===== src/rtl/video_test_source.sv =====
// Free-running video timing and test-pattern generator.
// Emits registered 24-bit RGB with active-high hs/vs/de, advancing only on ce_pix.
module video_test_source #(
    parameter int H_ACTIVE = 320,
    parameter int H_FP     = 16,
    parameter int H_SYNC   = 32,
    parameter int H_BP     = 16,
    parameter int V_ACTIVE = 224,
    parameter int V_FP     = 12,
    parameter int V_SYNC   = 4,
    parameter int V_BP     = 24
) (
    input  logic        clk,
    input  logic        reset_n,
    input  logic        ce_pix,
    input  logic        enable,
    input  logic [2:0]  pattern_sel,
    output logic [23:0] dout,
    output logic        hs_out,
    output logic        vs_out,
    output logic        de_out,
    output logic        frame_start
);

    localparam int H_TOTAL = H_ACTIVE + H_FP + H_SYNC + H_BP;
    localparam int V_TOTAL = V_ACTIVE + V_FP + V_SYNC + V_BP;
    localparam int HW      = $clog2(H_TOTAL);
    localparam int VW      = $clog2(V_TOTAL);
    localparam int BAR_W   = H_ACTIVE / 8;
    localparam int BW      = $clog2(BAR_W);

    localparam logic [HW-1:0] H_LAST     = HW'(H_TOTAL - 1);
    localparam logic [HW-1:0] H_ACT      = HW'(H_ACTIVE);
    localparam logic [HW-1:0] H_ACT_LAST = HW'(H_ACTIVE - 1);
    localparam logic [HW-1:0] HS_BEG     = HW'(H_ACTIVE + H_FP);
    localparam logic [HW-1:0] HS_END     = HW'(H_ACTIVE + H_FP + H_SYNC);
    localparam logic [VW-1:0] V_LAST     = VW'(V_TOTAL - 1);
    localparam logic [VW-1:0] V_ACT      = VW'(V_ACTIVE);
    localparam logic [VW-1:0] V_ACT_LAST = VW'(V_ACTIVE - 1);
    localparam logic [VW-1:0] VS_BEG     = VW'(V_ACTIVE + V_FP);
    localparam logic [VW-1:0] VS_END     = VW'(V_ACTIVE + V_FP + V_SYNC);
    localparam logic [BW-1:0] BAR_LAST   = BW'(BAR_W - 1);

    localparam logic [23:0] WHITE = 24'hFFFFFF;

    logic [HW-1:0] hcnt_q, hcnt_d;
    logic [VW-1:0] vcnt_q, vcnt_d;
    logic [BW-1:0] bar_cnt_q, bar_cnt_d;
    logic [2:0]    bar_idx_q, bar_idx_d;
    logic [2:0]    pat_q, pat_d;
    logic [23:0]   dout_d;
    logic          hs_d, vs_d, de_d, fs_d;
    logic          h_wrap;
    logic [7:0]    h8, v8;
    logic [23:0]   pix;
    logic [23:0]   bar_rgb;

    assign h8 = 8'(hcnt_q);
    assign v8 = 8'(vcnt_q);

    always_comb begin
        case (bar_idx_q)
            3'd0:    bar_rgb = 24'hFFFFFF;
            3'd1:    bar_rgb = 24'hFFFF00;
            3'd2:    bar_rgb = 24'h00FFFF;
            3'd3:    bar_rgb = 24'h00FF00;
            3'd4:    bar_rgb = 24'hFF00FF;
            3'd5:    bar_rgb = 24'hFF0000;
            3'd6:    bar_rgb = 24'h0000FF;
            default: bar_rgb = 24'h000000;
        endcase
    end

    always_comb begin
        h_wrap = (hcnt_q == H_LAST);
        hcnt_d = h_wrap ? '0 : hcnt_q + 1'b1;
        vcnt_d = vcnt_q;
        if (h_wrap) begin
            vcnt_d = (vcnt_q == V_LAST) ? '0 : vcnt_q + 1'b1;
        end

        // Bar width is a down-counter reloaded at line start; terminal count steps the bar index.
        bar_idx_d = bar_idx_q;
        bar_cnt_d = bar_cnt_q - 1'b1;
        if (h_wrap) begin
            bar_idx_d = '0;
            bar_cnt_d = BAR_LAST;
        end else if (bar_cnt_q == '0) begin
            bar_idx_d = bar_idx_q + 1'b1;
            bar_cnt_d = BAR_LAST;
        end

        fs_d  = (hcnt_q == '0) && (vcnt_q == '0);
        // The pixel (0,0) already uses the freshly latched selection.
        pat_d = fs_d ? pattern_sel : pat_q;
        de_d  = (hcnt_q < H_ACT) && (vcnt_q < V_ACT);
        hs_d  = (hcnt_q >= HS_BEG) && (hcnt_q < HS_END);
        vs_d  = (vcnt_q >= VS_BEG) && (vcnt_q < VS_END);

        case (pat_d)
            3'd0:    pix = bar_rgb;
            3'd1:    pix = {h8, h8, h8};
            3'd2:    pix = (h8[0] ^ v8[0]) ? 24'h000000 : WHITE;
            3'd3:    pix = ((h8[3:0] == 4'd0) || (v8[3:0] == 4'd0) ||
                            (hcnt_q == H_ACT_LAST) || (vcnt_q == V_ACT_LAST)) ? WHITE : 24'h000000;
            3'd4:    pix = WHITE;
            3'd5:    pix = {16'h0000, v8};
            default: pix = 24'h000000;
        endcase
        dout_d = de_d ? pix : 24'h000000;
    end

    always_ff @(posedge clk or negedge reset_n) begin
        if (!reset_n) begin
            hcnt_q      <= '0;
            vcnt_q      <= '0;
            bar_cnt_q   <= BAR_LAST;
            bar_idx_q   <= '0;
            pat_q       <= '0;
            dout        <= '0;
            hs_out      <= 1'b0;
            vs_out      <= 1'b0;
            de_out      <= 1'b0;
            frame_start <= 1'b0;
        end else if (!enable) begin
            hcnt_q      <= '0;
            vcnt_q      <= '0;
            bar_cnt_q   <= BAR_LAST;
            bar_idx_q   <= '0;
            dout        <= '0;
            hs_out      <= 1'b0;
            vs_out      <= 1'b0;
            de_out      <= 1'b0;
            frame_start <= 1'b0;
        end else if (ce_pix) begin
            hcnt_q      <= hcnt_d;
            vcnt_q      <= vcnt_d;
            bar_cnt_q   <= bar_cnt_d;
            bar_idx_q   <= bar_idx_d;
            pat_q       <= pat_d;
            dout        <= dout_d;
            hs_out      <= hs_d;
            vs_out      <= vs_d;
            de_out      <= de_d;
            frame_start <= fs_d;
        end
    end

endmodule


===== config.mk =====
export PLATFORM = sky130hd
export DESIGN_NAME = video_test_source
export DESIGN_NICKNAME = d
export VERILOG_FILES = /design/src/rtl/video_test_source.sv
export SDC_FILE = /design/constraint.sdc
export NUM_CORES = 1
export LEC_CHECK = 0
export BUFFER_PORTS_ARGS = -buffer_cell sky130_fd_sc_hd__buf_2
export CORE_ASPECT_RATIO = 0.7
export CORE_MARGIN = 1.5
export CORE_UTILIZATION = 30
export DETAILED_ROUTE_END_ITERATION = 6
export HOLD_SLACK_MARGIN = 0.05
export SLEW_MARGIN = 30
export SYNTH_ARGS = -nofsm -noshare
export SYNTH_HDL_FRONTEND = slang
export SYNTH_SLANG_ARGS = --single-unit

===== constraint.sdc =====
create_clock -name clk -period 2.3 [get_ports clk]
set_clock_uncertainty 0.05 [all_clocks]
set_input_delay 0.46 -clock clk [delete_from_list [all_inputs] [get_ports clk]]
set_output_delay 0.46 -clock clk [all_outputs]
set_load 0.02 [all_outputs]

==> results of run 1 <==
[registers in the layout, summed over array words and instances (netlist names)]
signal / count
vcnt_q: 9
bar_idx_q: 3
hcnt_q: 9
pat_q: 3
de_out: 1
vs_out: 1
dout: 24
hs_out: 1
bar_cnt_q: 6
frame_start: 1
[worst register-to-register path, cell delays in order, from the launching register on]
cell and delay, ns:
dfrtp_1 0.42, nor4_4 0.34, nand4_1 0.24, nor2_4 0.20, buf_12 0.13, nor4b_4 0.05, a221oi_2 0.31, o21ai_4 0.13
a221o_1 0.28
[timing repair]
item	in CTS	in global routing
hold buffers	0	0
setup endpoints to repair	20	23
gates resized for setup	9	8
pin swaps	4	7
hold endpoints to repair	0	0
setup buffers	2	2
[cell type report]
class,count,area (sq um)
well taps,148,185
inverters,13,48.8
clock inverters,5,103
clock buffers,11,233
repair buffers,78,513
fillers,1051,6250
flip-flops and latches,58,1460
multi-input cells,234,1800
[worst min path at each step]
| stage | start | endpoint | slack (ns) | cells past startpoint |
|---|---|---|---|---|
| floorplan | reset_n | bar_cnt_q[3] | 0.11 | 0 |
| global placement | reset_n | vs_out | 0.42 | 1 |
| detailed placement | reset_n | vs_out | 0.42 | 1 |
| CTS | reset_n | vs_out | 0.06 | 1 |
| global route | reset_n | vs_out | 0.08 | 1 |
| finish | reset_n | vs_out | 0.05 | 1 |
[cell families (layout without fill, tap and decap cells)]
group | count (synthesis) | count (layout)
buffers and inverters | 32 | 107
multiplexers | 15 | 15
adder cells (fa/ha/maj) | 11 | 11
AO/OA/AOI/OAI | 63 | 63
AND/OR/NAND/NOR | 129 | 129
flip-flops | 58 | 58
XOR/XNOR | 16 | 16
[through the flow]
stage	utilization [%]	hold WS, ns	std cells
4_1_cts	40.6	0.0645	545
6_report	41.0	0.0488	547
5_1_grt	41.0	0.0848	547
3_3_place_gp	36.9	0.416	527
3_5_place_dp	36.9	0.417	527
2_1_floorplan	-	0.114	324
[power breakdown]
part | internal, mW | switching (mW) | leakage [nW]
Clock | 1.06 | 0.472 | 0.160
Sequential | 1.18 | 0.125 | 0.768
Combinational | 0.440 | 0.556 | 1.09
[cells in the final DEF, fill, tap and decap left out, types with 4 or more instances in the layout]
| cell type | instances |
|---|---|
| dfrtp_1 | 54 |
| buf_4 | 43 |
| buf_2 | 34 |
| nor2_1 | 30 |
| nand2_1 | 25 |
| nand3_1 | 17 |
| a221o_1 | 16 |
| o21ai_0 | 15 |
| mux2i_1 | 10 |
| inv_1 | 9 |
| xnor2_1 | 9 |
| ha_1 | 9 |
| clkbuf_16 | 9 |
| nor3_1 | 7 |
| xor2_1 | 7 |
| a211o_1 | 7 |
| and2_1 | 5 |
| nand2b_1 | 5 |
| inv_2 | 4 |
| nand4_1 | 4 |
| nor4_1 | 4 |
| dfstp_2 | 4 |
[routing by layer]
metal	vias to the layer above	track usage, %
li1	1322	-
met1	1321	24.5
met2	63	21.0
met3	7	6.01
met4	0	3.75
met5	-	0
==> metrics.txt, run 1 <==
dominant synthesized flop cell dfrtp_1; Top Layer Used met4; Area growth syn-to-layout 30.3%; die footprint 0.0118 sq mm; R2R cell count 8; Final Worst Setup Slack 0.0284 ns; area share of the largest cell type after synthesis 40.6%; Worst-Margin Slew 0.522 ns; Seq/Total Area, Yosys 43.7%; Total Routed Length 8650 microns; initial antenna violation count 0; first-pass GRT wire length 14,300 microns; Slew Limit Fails 0; Commonest cells post-synth dfrtp_1 (54), nor2_1 (30), nand2_1 (26), nand3_1 (17), a221o_1 (16); Core Footprint 0.0106 sq mm; met3 routed WL 550 microns; Tmin final 2.27 ns; Yosys warning total 0; Antenna Nets Post-Route 0; Avg Synthesized Cell Area 10.3 sq um; Synth Area in XOR/XNOR 4.21%; Fin. Hold Viols 0; Critical Path Max Stage Delay 0.42 ns; CP delay by family, top simple AND/OR/NAND/NOR gates; Core Rows 31; Reg clk slew, reported paths 0.05 ns; Max Cap Viol 0; Finish-stage setup viols 0; routed vias 2,713; synthesized instance count 324; Die H 91.2 microns; R2R Path End dout[10]; crit path cell chain nor4_4 > nand4_1 > nor2_4 > buf_12 > nor4b_4 > a221oi_2 > o21ai_4 > a221o_1; root buf cell clkbuf_16; Worst R2R Start hcnt_q[4]; die width 129 microns; fin area 0.00434 sq mm; WP data required 2.46 ns; asr flop ratio synth 100%; wl on met1 4600 microns; Critical Path AT 2.43 ns; FF+latch count, synth 58; CTS H-tree depth 3; mux share of post-synthesis cell area 4.77%; Iter 0 DRT Violations 139; status finished clean; deepest clock path buffer count 2; PwrDens 882 mW/mm^2; dpl cell area 0.00391 sq mm; setup_tns 0 ns; Max Clk Rate 440 MHz; Initial Util 31.5%; crit end category flop; PortBufs 34; Synth Area in Simple Gates 22.1%; CP max FO 8; final period utilization 98.8%; Total Power 3.83 mW; DP Worst Slack -0.108 ns; syn nets 342; Sink Count 58; RSZ-0062 raised after global routing yes; met2 WL 3420 microns; main combinational cell family by area after synthesis simple AND/OR/NAND/NOR gates; critical path launch point type flop; critical path endpoint dout[10]; largest net degree at the start of global routing 27; CP max-delay cell dfrtp_1; cell with the most instances after synthesis dfrtp_1; maximum vdd ir drop 0.400 mV; Levels on crit path 8; final net count 412; Yosys cell types 65; DRC violations left 0; CP bufs+invs 1; main area contributors after synthesis dfrtp_1 (41%), a221o_1 (4.8%), ha_1 (4.1%); layout cells sized above 1 33.1%; kind of critical path flop to flop; GR Overflow Total 0; cts bufs inserted 9; GPL Wtd Cong 0.918; worst skew pair latency 0.33 ns; post-detail-place hpwl 6570 microns; Hold Path Class input port to async pin; post-synthesis adder-cell area fraction 4.13%; CTS tree built; I/O Pins 35; Post-Syn Area 0.00333 sq mm; Post-synth EDFFs 0; Routed WL per cell 15.8 microns; CP Launch Point hcnt_q[4]; total iterations of the first detailed-routing run 4; leakage power 2.02 nW; via/cell ratio 4.96; Compound-Gate Fraction of Synth Area 16.6%; GRT Total Usage 16.1%; r2r setup slk 0.03 ns; vias in the first global route 2,665; ant diodes 0; Rel. slew slack 65.2%; leading area contributor after synthesis dfrtp_1
Power figures use the tool's default switching activity.
==> run 2, diff against run 1 <==
--- a/config.mk
+++ b/config.mk
@@ -8,9 +8,11 @@
 export BUFFER_PORTS_ARGS = -buffer_cell sky130_fd_sc_hd__buf_2
 export CORE_ASPECT_RATIO = 0.7
 export CORE_MARGIN = 1.5
-export CORE_UTILIZATION = 30
+export CORE_UTILIZATION = 53
 export DETAILED_ROUTE_END_ITERATION = 6
 export HOLD_SLACK_MARGIN = 0.05
+export PLACE_DENSITY = 0.76
+export REMOVE_ABC_BUFFERS = 1
 export SLEW_MARGIN = 30
 export SYNTH_ARGS = -nofsm -noshare
 export SYNTH_HDL_FRONTEND = slang
==> run 2 against run 1 <==
Net effect:
- the flow now finishes with violations (negative setup slack)
- critical path depth grew 2
- core utilization rose by 29 points
- final cell count down 13%
- power decreased by 17%
- via count up 5.0%
- register-to-register slack worse by 0.07 ns
- die area fell by 42%
- clock power down 42%
- first-iteration DRC count grew 41%
- maximum frequency fell by 2.8%
- worst setup slack lost 0.065 ns
==> metrics.txt, run 2 (same netlist as run 1, synthesis figures left out) <==
CTS tree built (unchanged); Sink Count 58 (unchanged); GR Overflow Total 0 (unchanged); CTS H-tree depth 3 (unchanged); deepest clock path buffer count 2 (unchanged); Area growth syn-to-layout 24.3% (was 30.3%); Slew Limit Fails 0 (unchanged); I/O Pins 35 (unchanged); area of the multi-input gates 0.00181 sq mm (was 0.00180 sq mm); total iterations of the first detailed-routing run 5 (was 4); met2 Usage GRT 38.0% (was 21.0%); cts bufs inserted 9 (unchanged); Largest regs dout: 24 flops, hcnt_q: 9 flops, vcnt_q: 9 flops (unchanged); Max Clk Rate 428 MHz (was 440 MHz); max FFs per register 24 (unchanged); final period utilization 102% (was 98.8%); Cells after DPL 455 (was 527); Tmin final 2.34 ns (was 2.27 ns); Fillers 452 (was 1,051); Antenna Nets Post-Route 0 (unchanged); kind of critical path flop to flop (unchanged); Total Routed Length 8360 microns (was 8650 microns); most common cell after layout, fill and taps aside dfrtp_1 (unchanged); DRC violations left 0 (unchanged); setup_tns -0.236 ns (was 0 ns); Reg area 0.00146 sq mm (unchanged); routed vias 2,849 (was 2,713); dpl cell area 0.00382 sq mm (was 0.00391 sq mm); met3 usage 5.54% (was 6.01%); final net count 415 (was 412); root buf cell clkbuf_8 (was clkbuf_16); Die H 69.3 microns (was 91.2 microns); WP data required 2.47 ns (was 2.46 ns); die width 97.8 microns (was 129 microns); largest net degree at the start of global routing 38 (was 27); most frequent cells in the layout dfrtp_1 (54), buf_4 (44), buf_2 (34), nor2_1 (30), nand2_1 (25) (was dfrtp_1 (54), buf_4 (43), buf_2 (34), nor2_1 (30), nand2_1 (25)); most used routing layer met1 (unchanged); die footprint 0.00678 sq mm (was 0.0118 sq mm); crit end category flop (unchanged); Rel. slew slack 64.1% (was 65.2%); GPL Wtd Cong 0.979 (was 0.918); initial antenna violation count 0 (unchanged); first-pass GRT wire length 14,000 microns (was 14,300 microns); critical path launch point type flop (unchanged); failing checks negative setup slack; vias in the first global route 2,799 (was 2,665); fin cells 477 (was 547); Iter 0 DRT Violations 196 (was 139); worst skew pair latency 0.34 ns (was 0.33 ns); Max Cap Viol 0 (unchanged); fin area 0.00414 sq mm (was 0.00434 sq mm); GRT Total Usage 26.0% (was 16.1%); Core Rows 23 (was 31); Initial Util 56.5% (was 31.5%); ant diodes 0 (unchanged); Worst-Margin Slew 0.537 ns (was 0.522 ns); PortBufs 34 (unchanged); CP max FO 8 (unchanged); via/cell ratio 5.97 (was 4.96); M1 GR Usage 39.1% (was 24.5%); Final Worst Setup Slack -0.0367 ns (was 0.0284 ns); Critical Path AT 2.50 ns (was 2.43 ns); Routed WL per cell 17.5 microns (was 15.8 microns); Fin. Hold Viols 0 (unchanged); Top reg by flops dout (unchanged); Core Footprint 0.00590 sq mm (was 0.0106 sq mm); post-detail-place hpwl 6150 microns (was 6570 microns); Total Power 3.20 mW (was 3.83 mW); layout cells sized above 1 33.8% (was 33.1%); leakage power 1.97 nW (was 2.02 nW); status complete, but fails checks (was finished clean); maximum vdd ir drop 0.359 mV (was 0.400 mV); RSZ-0062 raised after global routing yes (unchanged); Hold Path Class input port to flop (was input port to async pin); PwrDens 772 mW/mm^2 (was 882 mW/mm^2); Finish-stage setup viols 9 (was 0); Reg clk slew, reported paths 0.07 ns (was 0.05 ns)
==> run 2: cell types whose count changed in the layout (fill, tap and decap cells not counted), sizes merged <==
| cell | delta |
|---|---|
| clkinvlp | +1 |
| clkbuf | +1 |
| clkinv | +1 |
| buf | +2 |
| dlygate4sd3 | +1 |
| bufinv | -3 |
==> run 2: layout make-up <==
class | count | area share, %
well taps | 75 | 2.27
repair buffers | 81 | 13.1
clock inverters | 4 | 0.604
flip-flops and latches | 58 | 35.2
clock buffers | 12 | 3.99
multi-input cells | 234 | 43.7
inverters | 13 | 1.18
==> run 2: timing repair <==
item,4_1_cts,5_1_grt
gates resized for setup,10,10
pin swaps,4,6
endpoints found under the hold margin,3,0
buffers inserted,2,3
hold buffers,1,0
setup endpoints to repair,24,24
==> run 2: final timing paths <==
kind / from / to / slack (ns) / cells after the start
hold / removal: pattern_sel[1] / pat_q[1] / 0.41 / 2
setup reg to reg: vcnt_q[1] / dout[11] / -0.04 / 10
hold reg to reg: de_out / de_out / 0.43 / 1
max in group asynchronous: reset_n / bar_cnt_q[2] / 0.98 / 3
setup / recovery: vcnt_q[1] / dout[11] / -0.04 / 10
min in group asynchronous: reset_n / dout[10] / 0.57 / 2
==> run 2: power breakdown <==
part / internal (mW) / leakage (nW) / switching [mW]
combinational: 0.440 / 1.10 / 0.561
sequential: 1.18 / 0.768 / 0.128
clock: 0.475 / 0.0944 / 0.413
==> run 2: critical path: stages (launching register included) <==
cell and delay [ns]:
dfrtp_1 0.38, inv_1 0.08, ha_2 0.18, nor3b_4 0.19
nand4_1 0.15, buf_4 0.18, nor2_4 0.16, o41ai_4 0.10
a221oi_2 0.34, o21ai_4 0.14, a221o_1 0.28
==> run 2: per-stage QoR <==
step                utilization [%]  hold slack, ns  worst slack, ns
floorplan                         -           0.114          -0.0648
CTS                            69.1           0.401         -0.00372
global route                   70.2           0.407           -0.160
finish                         70.2           0.412          -0.0367
detailed placement             64.7           0.409           -0.208
global placement               64.7           0.406          -0.0868
==> run 2: metal layers <==
metal	up-vias	wire length (microns)
met2	109	3660
met5	-	0
met1	1407	4120
met4	0	67
met3	9	517
li1	1324	-
==> run 3, diff against run 2 <==
--- a/config.mk
+++ b/config.mk
@@ -8,10 +8,10 @@
 export BUFFER_PORTS_ARGS = -buffer_cell sky130_fd_sc_hd__buf_2
 export CORE_ASPECT_RATIO = 0.7
 export CORE_MARGIN = 1.5
-export CORE_UTILIZATION = 53
+export CORE_UTILIZATION = 59
 export DETAILED_ROUTE_END_ITERATION = 6
 export HOLD_SLACK_MARGIN = 0.05
-export PLACE_DENSITY = 0.76
+export PLACE_DENSITY = 0.8
 export REMOVE_ABC_BUFFERS = 1
 export SLEW_MARGIN = 30
 export SYNTH_ARGS = -nofsm -noshare
==> constraint.sdc (replaced) <==
create_clock -name clk -period 2.29 [get_ports clk]
set_clock_uncertainty 0.05 [all_clocks]
set_input_delay 0.458 -clock clk [delete_from_list [all_inputs] [get_ports clk]]
set_output_delay 0.458 -clock clk [all_outputs]
set_load 0.02 [all_outputs]
==> run 3 against run 2 <==
Net effect:
- the run still ends with negative setup slack left
- core utilization up 7.0 points
- via count increased by 0.32%
- final cell count decreased by 3.1%
- first-iteration DRC count rose by 13%
- maximum frequency rose by 1.0%
- largest power group unchanged
==> metrics.txt, run 3 (same netlist as run 1, synthesis figures left out) <==
Max Cap Viol 0 (unchanged); Sink Count 58 (unchanged); first-pass GRT wire length 13,500 microns (was 14,000 microns); Critical Path AT 2.48 ns (was 2.50 ns); Die H 65.9 microns (was 69.3 microns); DRC violations left 0 (unchanged); setup_tns -0.0501 ns (was -0.236 ns); GRT Total Usage 29.4% (was 26.0%); leakage power 1.93 nW (was 1.97 nW); post-detail-place hpwl 6190 microns (was 6150 microns); Largest regs dout: 24 flops, hcnt_q: 9 flops, vcnt_q: 9 flops (unchanged); Hold Path Class input port to async pin (was input port to flop); vias in the first global route 2,678 (was 2,799); RSZ-0062 raised after global routing yes (unchanged); GPL Wtd Cong 0.961 (was 0.979); Rel. slew slack 59.6% (was 64.1%); WP data required 2.46 ns (was 2.47 ns); CTS tree built (unchanged); CP Launch Point hcnt_q[0] (was vcnt_q[1]); CP max-delay cell dfrtp_1 (unchanged); Area growth syn-to-layout 23.8% (was 24.3%); R2R cell count 9 (was 10); most frequent cells in the layout dfrtp_1 (54), buf_2 (34), buf_4 (33), nor2_1 (29), nand2_1 (24) (was dfrtp_1 (54), buf_4 (44), buf_2 (34), nor2_1 (30), nand2_1 (25)); failing checks negative setup slack (unchanged); Critical Path Max Stage Delay 0.40 ns (was 0.38 ns); critical path endpoint dout[21] (was dout[11]); CP bufs+invs 1 (was 2); cts bufs inserted 9 (unchanged); Worst-Margin Slew 0.605 ns (was 0.537 ns); most common cell after layout, fill and taps aside dfrtp_1 (unchanged); critical path launch point type flop (unchanged); Total Power 3.39 mW (was 3.20 mW); GR Overflow Total 0 (unchanged); CTS H-tree depth 3 (unchanged); status complete, but fails checks (unchanged); Reg clk slew, reported paths 0.07 ns (about the same); ant diodes 0 (unchanged); CP delay by family, top compound AO/OA/AOI/OAI gates (unchanged); Levels on crit path 9 (was 10); PortBufs 34 (unchanged); routed vias 2,858 (was 2,849); die footprint 0.00611 sq mm (was 0.00678 sq mm); max FFs per register 24 (unchanged); kind of critical path flop to flop (unchanged); Fin. Hold Viols 0 (unchanged); Max Clk Rate 432 MHz (was 428 MHz); Slew Limit Fails 0 (unchanged); Final Worst Setup Slack -0.0236 ns (was -0.0367 ns); Worst R2R Start hcnt_q[0] (was vcnt_q[1]); worst skew pair latency 0.34 ns (about the same); Total Routed Length 8700 microns (was 8360 microns); I/O Pins 35 (unchanged); total iterations of the first detailed-routing run 5 (unchanged); maximum vdd ir drop 0.491 mV (was 0.359 mV); deepest clock path buffer count 2 (unchanged); WHS 0.0640 ns (was 0.412 ns); final period utilization 101% (was 102%); Antenna Nets Post-Route 0 (unchanged); crit path cell chain buf_4 > ha_1 > nand3_1 > nor2_2 > a311o_1 > o31ai_4 > nand3b_4 > nand3_4 > a221o_1 (was inv_1 > ha_2 > nor3b_4 > nand4_1 > buf_4 > nor2_4 > o41ai_4 > a221oi_2 > o21ai_4 > a221o_1); Core Footprint 0.00534 sq mm (was 0.00590 sq mm); PwrDens 823 mW/mm^2 (was 772 mW/mm^2); Core Rows 22 (was 23); Top reg by flops dout (unchanged); root buf cell clkbuf_8 (unchanged); Routed WL per cell 18.8 microns (was 17.5 microns); layout cells sized above 1 33.3% (was 33.8%); Iter 0 DRT Violations 221 (was 196); Finish-stage setup viols 6 (was 9); Tmin final 2.31 ns (was 2.34 ns); R2R Path End dout[21] (was dout[11]); r2r setup slk -0.02 ns (was -0.04 ns); final net count 403 (was 415); crit end category flop (unchanged); Initial Util 62.4% (was 56.5%); CP max FO 8 (unchanged); die width 92.8 microns (was 97.8 microns); largest net degree at the start of global routing 33 (was 38); via/cell ratio 6.19 (was 5.97); initial antenna violation count 0 (unchanged)
-- run 3: worst min-delay path by stage --
stage / start / to / slack, ns
floorplan: reset_n / bar_cnt_q[3] / 0.11
global placement: de_out / de_out / 0.41
detailed placement: de_out / de_out / 0.42
CTS: reset_n / dout[8] / 0.08
global route: reset_n / dout[18] / 0.11
finish: reset_n / dout[18] / 0.06
-- run 3: cell type report --
| cell class | count | area, sq um |
|---|---|---|
| multi-input cells | 234 | 1850 |
| flip-flops and latches | 58 | 1460 |
| fillers | 363 | 1210 |
| repair buffers | 69 | 458 |
| clock buffers | 9 | 124 |
| clock inverters | 7 | 93.8 |
| well taps | 72 | 90.1 |
| inverters | 13 | 48.8 |
-- run 3: layer usage --
| layer | track usage [%] | routed length [microns] |
|---|---|---|
| met1 | 42.3 | 3880 |
| met2 | 44.6 | 4020 |
| met3 | 7.24 | 683 |
| met5 | 0 | 0 |
| met4 | 7.01 | 112 |
-- run 3: per-stage QoR --
stage / worst slack, ns / instance area, sq um / util, % / cells
floorplan: -0.0728 / 3230 / - / 305
global placement: -0.00741 / 3770 / 70.5 / 444
detailed placement: -0.164 / 3770 / 70.5 / 444
CTS: 0.0262 / 4030 / 75.4 / 460
global route: -0.119 / 4130 / 77.2 / 462
finish: -0.0236 / 4130 / 77.2 / 462
-- run 3: what timing repair did --
action | 4_1_cts | 5_1_grt
pin swaps | 4 | 10
gates resized for setup | 10 | 18
hold buffers | 0 | 0
setup endpoints to repair | 23 | 24
buffers inserted | 0 | 2
-- run 3: where the power goes --
part           internal, mW  leakage (nW)  switching [mW]  total [mW]
sequential             1.18         0.768           0.152        1.34
combinational         0.451          1.06           0.567        1.02
clock                 0.609         0.105           0.431        1.04
total                  2.24          1.93            1.15        3.39
